<file path="src/rtl/request_ctrl_if.sv">
// Handshake bundle between the request controller, the datapath control unit and the memory port.
interface request_ctrl_if #(
    parameter int unsigned CNT_W = 16
) ();
    logic             ihit;
    logic             dhit;
    logic             cu_dren;
    logic             cu_dwen;
    logic             cu_halt;
    logic             iren;
    logic             dren;
    logic             dwen;
    logic             update_pc;
    logic             busy;
    logic             halted;
    logic             timeout_err;
    logic [CNT_W-1:0] stall_cnt;

    modport master (
        input  ihit, dhit, cu_dren, cu_dwen, cu_halt,
        output iren, dren, dwen, update_pc, busy, halted, timeout_err, stall_cnt
    );

    modport slave (
        output ihit, dhit, cu_dren, cu_dwen, cu_halt,
        input  iren, dren, dwen, update_pc, busy, halted, timeout_err, stall_cnt
    );
endinterface

</file>
<file path="src/rtl/request_ctrl.sv">
// Memory request sequencer: one request in flight, draining halt, no-response watchdog
// and a saturating stall-cycle counter.
module request_ctrl #(
    parameter int unsigned TIMEOUT = 255,
    parameter int unsigned CNT_W   = 16
) (
    input  logic           CLK,
    input  logic           RST,
    request_ctrl_if.master bus
);
    localparam int unsigned WAIT_W = (TIMEOUT > 0) ? $clog2(TIMEOUT + 1) : 1;

    typedef enum logic [1:0] {FETCH, DATA, HALTED, ERROR} state_t;

    state_t           state;
    logic             dren_q;
    logic             dwen_q;
    logic             halt_q;
    logic [CNT_W-1:0] stall_q;
    logic             waiting_c;
    logic             wd_fire_c;

    // A wait cycle is one where the memory owed a response this cycle and gave none.
    assign waiting_c = (state == FETCH && !bus.ihit) || (state == DATA && !bus.dhit);

    if (TIMEOUT > 0) begin : g_wd
        logic [WAIT_W-1:0] wait_cnt;
        logic              wait_inc_c;

        // Keep counting only while the run of misses continues in the same state.
        assign wait_inc_c = waiting_c && !wd_fire_c && !(state == FETCH && bus.cu_halt);
        assign wd_fire_c  = waiting_c && (wait_cnt == WAIT_W'(TIMEOUT - 1));

        always_ff @(posedge CLK) begin
            if (RST)             wait_cnt <= '0;
            else if (wait_inc_c) wait_cnt <= wait_cnt + WAIT_W'(1);
            else                 wait_cnt <= '0;
        end
    end else begin : g_no_wd
        assign wd_fire_c = 1'b0;
    end

    always_ff @(posedge CLK) begin
        if (RST) begin
            state   <= FETCH;
            dren_q  <= 1'b0;
            dwen_q  <= 1'b0;
            halt_q  <= 1'b0;
            stall_q <= '0;
        end else begin
            if (waiting_c && stall_q != {CNT_W{1'b1}})
                stall_q <= stall_q + CNT_W'(1);

            case (state)
                FETCH: begin
                    if (wd_fire_c) begin
                        state <= ERROR;
                    end else if (bus.cu_halt) begin
                        state <= HALTED;
                    end else if (bus.ihit && (bus.cu_dren || bus.cu_dwen)) begin
                        state  <= DATA;
                        dwen_q <= bus.cu_dwen;
                        dren_q <= bus.cu_dren && !bus.cu_dwen;
                    end
                end
                DATA: begin
                    if (wd_fire_c) begin
                        state  <= ERROR;
                        halt_q <= 1'b0;
                    end else if (bus.dhit) begin
                        state  <= halt_q ? HALTED : FETCH;
                        halt_q <= 1'b0;
                    end else if (bus.cu_halt) begin
                        halt_q <= 1'b1;
                    end
                end
                default: ;
            endcase
        end
    end

    // Enables decode straight from registered state; the latched type only matters in DATA.
    assign bus.iren        = (state == FETCH);
    assign bus.dren        = (state == DATA) && dren_q;
    assign bus.dwen        = (state == DATA) && dwen_q;
    assign bus.busy        = (state == DATA);
    assign bus.halted      = (state == HALTED);
    assign bus.timeout_err = (state == ERROR);
    assign bus.stall_cnt   = stall_q;

    assign bus.update_pc = (state == FETCH && bus.ihit && !bus.cu_halt
                            && !bus.cu_dren && !bus.cu_dwen)
                         || (state == DATA && bus.dhit && !halt_q);
endmodule

</file>
<file path="src/flat_wrapper.sv">
// flat-port wrapper written by rule: the top's interface ports become plain ports
module request_ctrl_flat 
#(
    parameter int unsigned TIMEOUT = 255,
    parameter int unsigned CNT_W   = 16
)
  (CLK, RST, bus_ihit, bus_dhit, bus_cu_dren, bus_cu_dwen, bus_cu_halt, bus_iren, bus_dren, bus_dwen, bus_update_pc, bus_busy, bus_halted, bus_timeout_err, bus_stall_cnt);
  request_ctrl_if #(.CNT_W(CNT_W)) bus_i ();
  input  logic CLK;
  input  logic RST;
  input wire logic [$bits(bus_i.ihit)-1:0] bus_ihit;
  input wire logic [$bits(bus_i.dhit)-1:0] bus_dhit;
  input wire logic [$bits(bus_i.cu_dren)-1:0] bus_cu_dren;
  input wire logic [$bits(bus_i.cu_dwen)-1:0] bus_cu_dwen;
  input wire logic [$bits(bus_i.cu_halt)-1:0] bus_cu_halt;
  output wire logic [$bits(bus_i.iren)-1:0] bus_iren;
  output wire logic [$bits(bus_i.dren)-1:0] bus_dren;
  output wire logic [$bits(bus_i.dwen)-1:0] bus_dwen;
  output wire logic [$bits(bus_i.update_pc)-1:0] bus_update_pc;
  output wire logic [$bits(bus_i.busy)-1:0] bus_busy;
  output wire logic [$bits(bus_i.halted)-1:0] bus_halted;
  output wire logic [$bits(bus_i.timeout_err)-1:0] bus_timeout_err;
  output wire logic [$bits(bus_i.stall_cnt)-1:0] bus_stall_cnt;
  assign bus_i.ihit = bus_ihit;
  assign bus_i.dhit = bus_dhit;
  assign bus_i.cu_dren = bus_cu_dren;
  assign bus_i.cu_dwen = bus_cu_dwen;
  assign bus_i.cu_halt = bus_cu_halt;
  assign bus_iren = bus_i.iren;
  assign bus_dren = bus_i.dren;
  assign bus_dwen = bus_i.dwen;
  assign bus_update_pc = bus_i.update_pc;
  assign bus_busy = bus_i.busy;
  assign bus_halted = bus_i.halted;
  assign bus_timeout_err = bus_i.timeout_err;
  assign bus_stall_cnt = bus_i.stall_cnt;
  request_ctrl #(.TIMEOUT(TIMEOUT), .CNT_W(CNT_W)) u_core (.CLK(CLK), .RST(RST), .bus(bus_i));
endmodule
</file>
<file path="config.mk">
export PLATFORM = sky130hd
export DESIGN_NAME = request_ctrl_flat
export DESIGN_NICKNAME = d
export VERILOG_FILES = /design/src/rtl/request_ctrl_if.sv /design/src/rtl/request_ctrl.sv /design/src/flat_wrapper.sv
export SDC_FILE = /design/constraint.sdc
export NUM_CORES = 1
export LEC_CHECK = 0
export ABC_AREA = 1
export CORE_ASPECT_RATIO = 1.25
export CORE_MARGIN = 1
export CORE_UTILIZATION = 40
export CTS_CLUSTER_DIAMETER = 40
export DETAILED_ROUTE_END_ITERATION = 10
export MAX_ROUTING_LAYER = met4
export PLACE_DENSITY_LB_ADDON = 0.15
export SYNTH_ARGS = -nofsm -noshare
export SYNTH_HDL_FRONTEND = slang
export SYNTH_SLANG_ARGS = --single-unit
</file>
<file path="constraint.sdc">
create_clock -name CLK -period 1.6 [get_ports CLK]
set_clock_uncertainty 0.1 [all_clocks]
set_input_delay 0.32 -clock CLK [delete_from_list [all_inputs] [get_ports CLK]]
set_output_delay 0.32 -clock CLK [all_outputs]
set_load 0.02 [all_outputs]
</file>
# Yosys cells after proc, flatten, opt, wreduce, memory -nomap -nowiden
# Index checks and enable logic that the tools add are counted.
# word_totals
ff_bits,29
elab_cells,63
# classes
eq_ne,7
add_sub_neg,2
reduce_logical,35
mux,10
bitwise_logic,3
# op_table
op,n
1-bit logical AND,17
"16-bit by 1-bit adder with 16-bit output, second input constant",1
"16-bit inequality test, second input constant",1
2-bit 2-to-1 mux,6
"8-bit by 1-bit adder with 8-bit output, second input constant",1
"8-bit equality test, second input constant",1
1-bit zero test,8
"2-bit equality test, second input constant",2
"4-bit by 2-bit inequality test with 1-bit output, second input constant",1
2-bit one-hot mux with 2 select lines,1
4-bit AND reduction,1
1-bit logical OR,3
1-bit 2-to-1 mux,3
"3-bit by 2-bit inequality test with 1-bit output, second input constant",1
1-bit inverter,3
3-bit AND reduction,1
3-bit nonzero test,1
"2-bit by 1-bit equality test with 1-bit output, second input constant",1
2-bit zero test,1
2-bit AND reduction,1
2-bit nonzero test,1
2-bit OR reduction,1

# Longest topological paths before layout
# depth
depth_word,9
mapped_depth,10
depth_no_buf,10

# Worst setup path after synthesis
# No wires, ideal clock.
# synth_path
kind,register -> output
from,register u_core.state[0]
to,output port bus_update_pc
path_stages_with_launch,5
n_path_buf,0
t_required_ps,1180
path_slack_ps,-214
arrival_time_ps,1394
path_cell_list,dfxtp_1 inv_1 nor2_2 inv_1 o31ai_1
# synth_lines
element,line_no,rtl
start: declaration,request_ctrl.sv:15,state_t state;
start signal: assignment,request_ctrl.sv:71,state <= halt_q ? HALTED : FETCH;
2-bit by 1-bit equality test with 1-bit output,-,
via bus_busy,flat_wrapper.sv:20,output wire logic [$bits(bus_i.busy)-1:0] bus_busy;
1-bit logical AND (2 in series),request_ctrl.sv:93,|| (state == DATA && bus.dhit && !halt_q);
1-bit logical OR,request_ctrl.sv:93,
end: declaration,flat_wrapper.sv:19,output wire logic [$bits(bus_i.update_pc)-1:0] bus_update_pc;
# The timed path passes the listed nets, and every way through them passes these cells.

# Final worst setup path
# layout_path
from,register u_core.state[0]
to,output port bus_update_pc
# layout_via
elab_chain_cells,6
# layout_lines
element,line_no,rtl
2-bit zero test,request_ctrl.sv:91,assign bus.update_pc = (state == FETCH && bus.ihit && !bus.cu_halt
1-bit logical AND (2 in series),request_ctrl.sv:91,
1-bit logical AND (2 in series),request_ctrl.sv:92,&& !bus.cu_dren && !bus.cu_dwen)
1-bit logical OR (*),request_ctrl.sv:93,
# Mark *: on every way between the ends. The rest lies on a longest branch, timed or not.

==> impl_metrics.json <==
{
  "r2r-start": "u_core.bus.stall_cnt[1]",
  "gp_congestion": 0.876,
  "grt_start_max_net_pins": 14,
  "die_area_um2": 4510,
  "ys_seq_area_share_pct": 34.2,
  "vias": 1808,
  "io_pins": 30,
  "track_usage_pct": 20.8,
  "multiInputGateArea_um2": 1030,
  "pre_cts_ws_ps": -571,
  "start_util_pct": 41.8,
  "rsz0062_at_grt": "true",
  "synthCells": 258,
  "fill_cells": 390,
  "nNetsFinal": 339,
  "slowest_delay_ps": 350,
  "die_width_um": 60.3,
  "p_per_area_nw_per_um2": 970,
  "drtIter0Drc": 79,
  "worst_slew_pin_slew_ps": 313,
  "regArea_um2": 597,
  "clkTransAtPathRegs_ps": 60,
  "ys_seq_elements": 29,
  "worstPathRequired_ps": 1180,
  "hold_path.class": "register to register",
  "syn_nets": 268,
  "root_buffer": "clkbuf_8",
  "wl_mm": 4.11,
  "path_max_fanout": 4,
  "setup_slack_ps": -94.6,
  "holdWs_ps": 366,
  "min_path_cells": 2,
  "cts_hold_buf": 0,
  "max_cap_violations": 0,
  "switchingPower_uw": 746,
  "endpoint_kind": "primary output",
  "p_int_mw": 1.65,
  "grt_pass1_wl_mm": 6.75,
  "htreeDepth": 2,
  "max_freq_mhz": 590,
  "slew_headroom_pct": 79.2,
  "m1WireLength_mm": 1.81,
  "arrival_ps": 1270,
  "drc_errors": 0,
  "sequentialPowerShare_pct": 34.9,
  "max-clock-path-buffers": 2,
  "portBuffers": 29,
  "switching_share_pct": 31.1,
  "postLayoutCoreUtil_pct": 60.9,
  "ff2ff_path_depth": 10,
  "area_delta_synth_final_pct": 45.8,
  "status": "finished with violations",
  "grt_remaining_overflow": 0,
  "insertedDiodeCount": 0,
  "first_global_vias": 1620,
  "drtPass1Iterations": 4,
  "ys_types": 27,
  "wire_per_inst_um": 10.6,
  "min_period_over_period_pct": 106,
  "vias_per_cell": 4.68,
  "ant_nets": 0,
  "reg2reg_setup_slack_ps": 30,
  "ir_worst_vdd_v": 0.000672,
  "wl_met3_um": 100,
  "drive_gt1_share_pct": 27.3,
  "drv_slew": 0,
  "syn_avg_cell_area_um2": 6.58,
  "setup_viol": 1,
  "path_class": "register to primary output",
  "hold_viol": 0,
  "synth_area_um2": 1700,
  "crit_chain": "nor2_4 -> inv_1 -> nor2_2 -> nand4_1 -> o31ai_4 -> buf_6",
  "r2r-end": "u_core.bus.stall_cnt[0]",
  "grt_antenna_before_repair": 0,
  "finalCriticalPeriod_ps": 1690,
  "cts_sinks": 29,
  "place_hpwl_mm": 3.13,
  "failed_checks": "setup timing",
  "min_to": "u_core.dren_q",
  "crit_slowest_cell": "dfxtp_2",
  "numCtsBuffers": 5,
  "top_layer_used": "met4",
  "wl_met2_mm": 2.08,
  "yosys_warnings": 0,
  "row_count": 26,
  "clock_latency_ps": 280,
  "p_leak_nw": 1.13,
  "cts_tree": "built",
  "combPwrFrac_pct": 32.6,
  "hold_start": "u_core.dren_q",
  "setup_tns_ps": -94.6,
  "coreArea_um2": 4070,
  "pwr-share-clk_pct": 32.5,
  "die_y_um": 74.8,
  "start_kind": "register"
}
## Yosys cell counts
master / instances / area share, %
nand2_1: 71 / 16
buf_6: 1 / 0.66
nor3_1: 1 / 0.29
or2_2: 1 / 0.37
nand3_1: 18 / 5.3
nor2_2: 5 / 1.8
dfxtp_1: 29 / 34
clkbuf_1: 1 / 0.22
o2111ai_4: 1 / 1.5
o31ai_1: 1 / 0.44
nand4_1: 6 / 2.2
nand2_2: 2 / 0.74
inv_1: 31 / 6.9
a21oi_1: 17 / 5.0
a21oi_2: 2 / 1.0
nand3b_1: 3 / 1.3
xnor2_1: 1 / 0.52
nand3_2: 2 / 1.2
xor2_1: 6 / 3.1
inv_2: 1 / 0.22
a21boi_1: 1 / 0.44
nand2_4: 3 / 2.0
ha_1: 3 / 2.2
nor2_1: 41 / 9.1
buf_8: 1 / 0.88
clkinv_2: 1 / 0.29
o21ai_0: 8 / 2.4
## worst max-delay path: cells and delay by family (launching register included)
kind	cells	cell delay, ps
flip-flops	1	350
buffers and inverters	2	210
AO/OA/AOI/OAI	1	100
AND/OR/NAND/NOR	3	340
## per-stage QoR
stage | instance area, µm² | std cells | total power [mW]
floorplan | 1720 | 258 | 1.23
global placement | 2290 | 372 | 1.59
detailed placement | 2290 | 372 | 1.59
CTS | 2380 | 380 | 2.36
global route | 2470 | 386 | 2.54
finish | 2470 | 386 | 2.40
## logic make-up (layout without fill, tap and decap cells)
kind of cell | after synthesis | count (layout) | synth area share, %
AOI/OAI and AO/OA | 30 | 30 | 10.8
buffers and inverters | 36 | 108 | 9.14
adders and majority gates | 3 | 3 | 2.21
DFF | 29 | 29 | 34.2
xor gates and xnor gates | 7 | 7 | 3.61
and+or+nand+nor | 153 | 153 | 40.0
## sequential cells by signal (all words and copies together) (netlist names)
signal / count
u_core.bus.stall_cnt: 16
u_core.state: 2
u_core.g_wd.wait_cnt: 8
u_core.dren_q: 1
u_core.halt_q: 1
u_core.dwen_q: 1
## repair_timing
| item | 4_1_cts | 5_1_grt |
|---|---|---|
| pin swaps | 1 | 6 |
| gates resized for setup | 45 | 23 |
| setup endpoints to repair | 24 | 14 |
| buffers inserted | 0 | 6 |
## how the worst max path moves through the flow
stage	from	to	slack, ps	cells past startpoint
after floorplan	u_core.state[0]	bus_dren	-8	4
after global placement	bus_cu_halt	bus_update_pc	-540	5
after detailed placement	bus_cu_halt	bus_update_pc	-570	5
after CTS	u_core.state[0]	bus_update_pc	-150	6
after global routing	u_core.state[0]	bus_update_pc	-160	6
final	u_core.state[0]	bus_update_pc	-90	6
## area by class of cell
class,count,area share [%]
Clock buffer,7,3.49
Timing Repair Buffer,67,21.6
Multi-Input combinational cell,193,41.5
Sequential cell,29,24.1
Inverter,33,5.26
Tap cell,56,2.83
Clock inverter,1,1.21
## power groups by stage
stage               Sequential, mW  Combinational, mW  Clock (mW)
finish                       0.838              0.782       0.781
global route                 0.843              0.860       0.840
CTS                          0.824              0.736       0.802
detailed placement           0.837              0.753           0
global placement             0.833              0.754           0
floorplan                    0.850              0.384           0
## cell usage in the layout (no fill, tap or decap), types with 2 or more instances in the layout
| cell type | n |
|---|---|
| nand2_1 | 69 |
| buf_4 | 39 |
| nor2_1 | 38 |
| inv_1 | 29 |
| dfxtp_1 | 20 |
| nand3_1 | 18 |
| dlygate4sd2_1 | 16 |
| a21oi_1 | 15 |
| nor2_2 | 7 |
| o21ai_0 | 7 |
| dfxtp_2 | 7 |
| nand4_1 | 6 |
| xor2_1 | 6 |
| clkbuf_8 | 6 |
| clkdlybuf4s50_1 | 6 |
| nand2_4 | 4 |
| a21oi_2 | 4 |
| nand2_2 | 3 |
| nand3b_1 | 3 |
| buf_2 | 3 |
| inv_2 | 2 |
| ha_1 | 2 |
| dfxtp_4 | 2 |
## metal layers
metal  vias to the layer above  track usage [%]
met5                         -                -
met4                         0             12.1
met3                         9             3.61
met2                        35             35.4
met1                       810             22.2
li1                        954                -
Power figures use the tool's default switching activity.
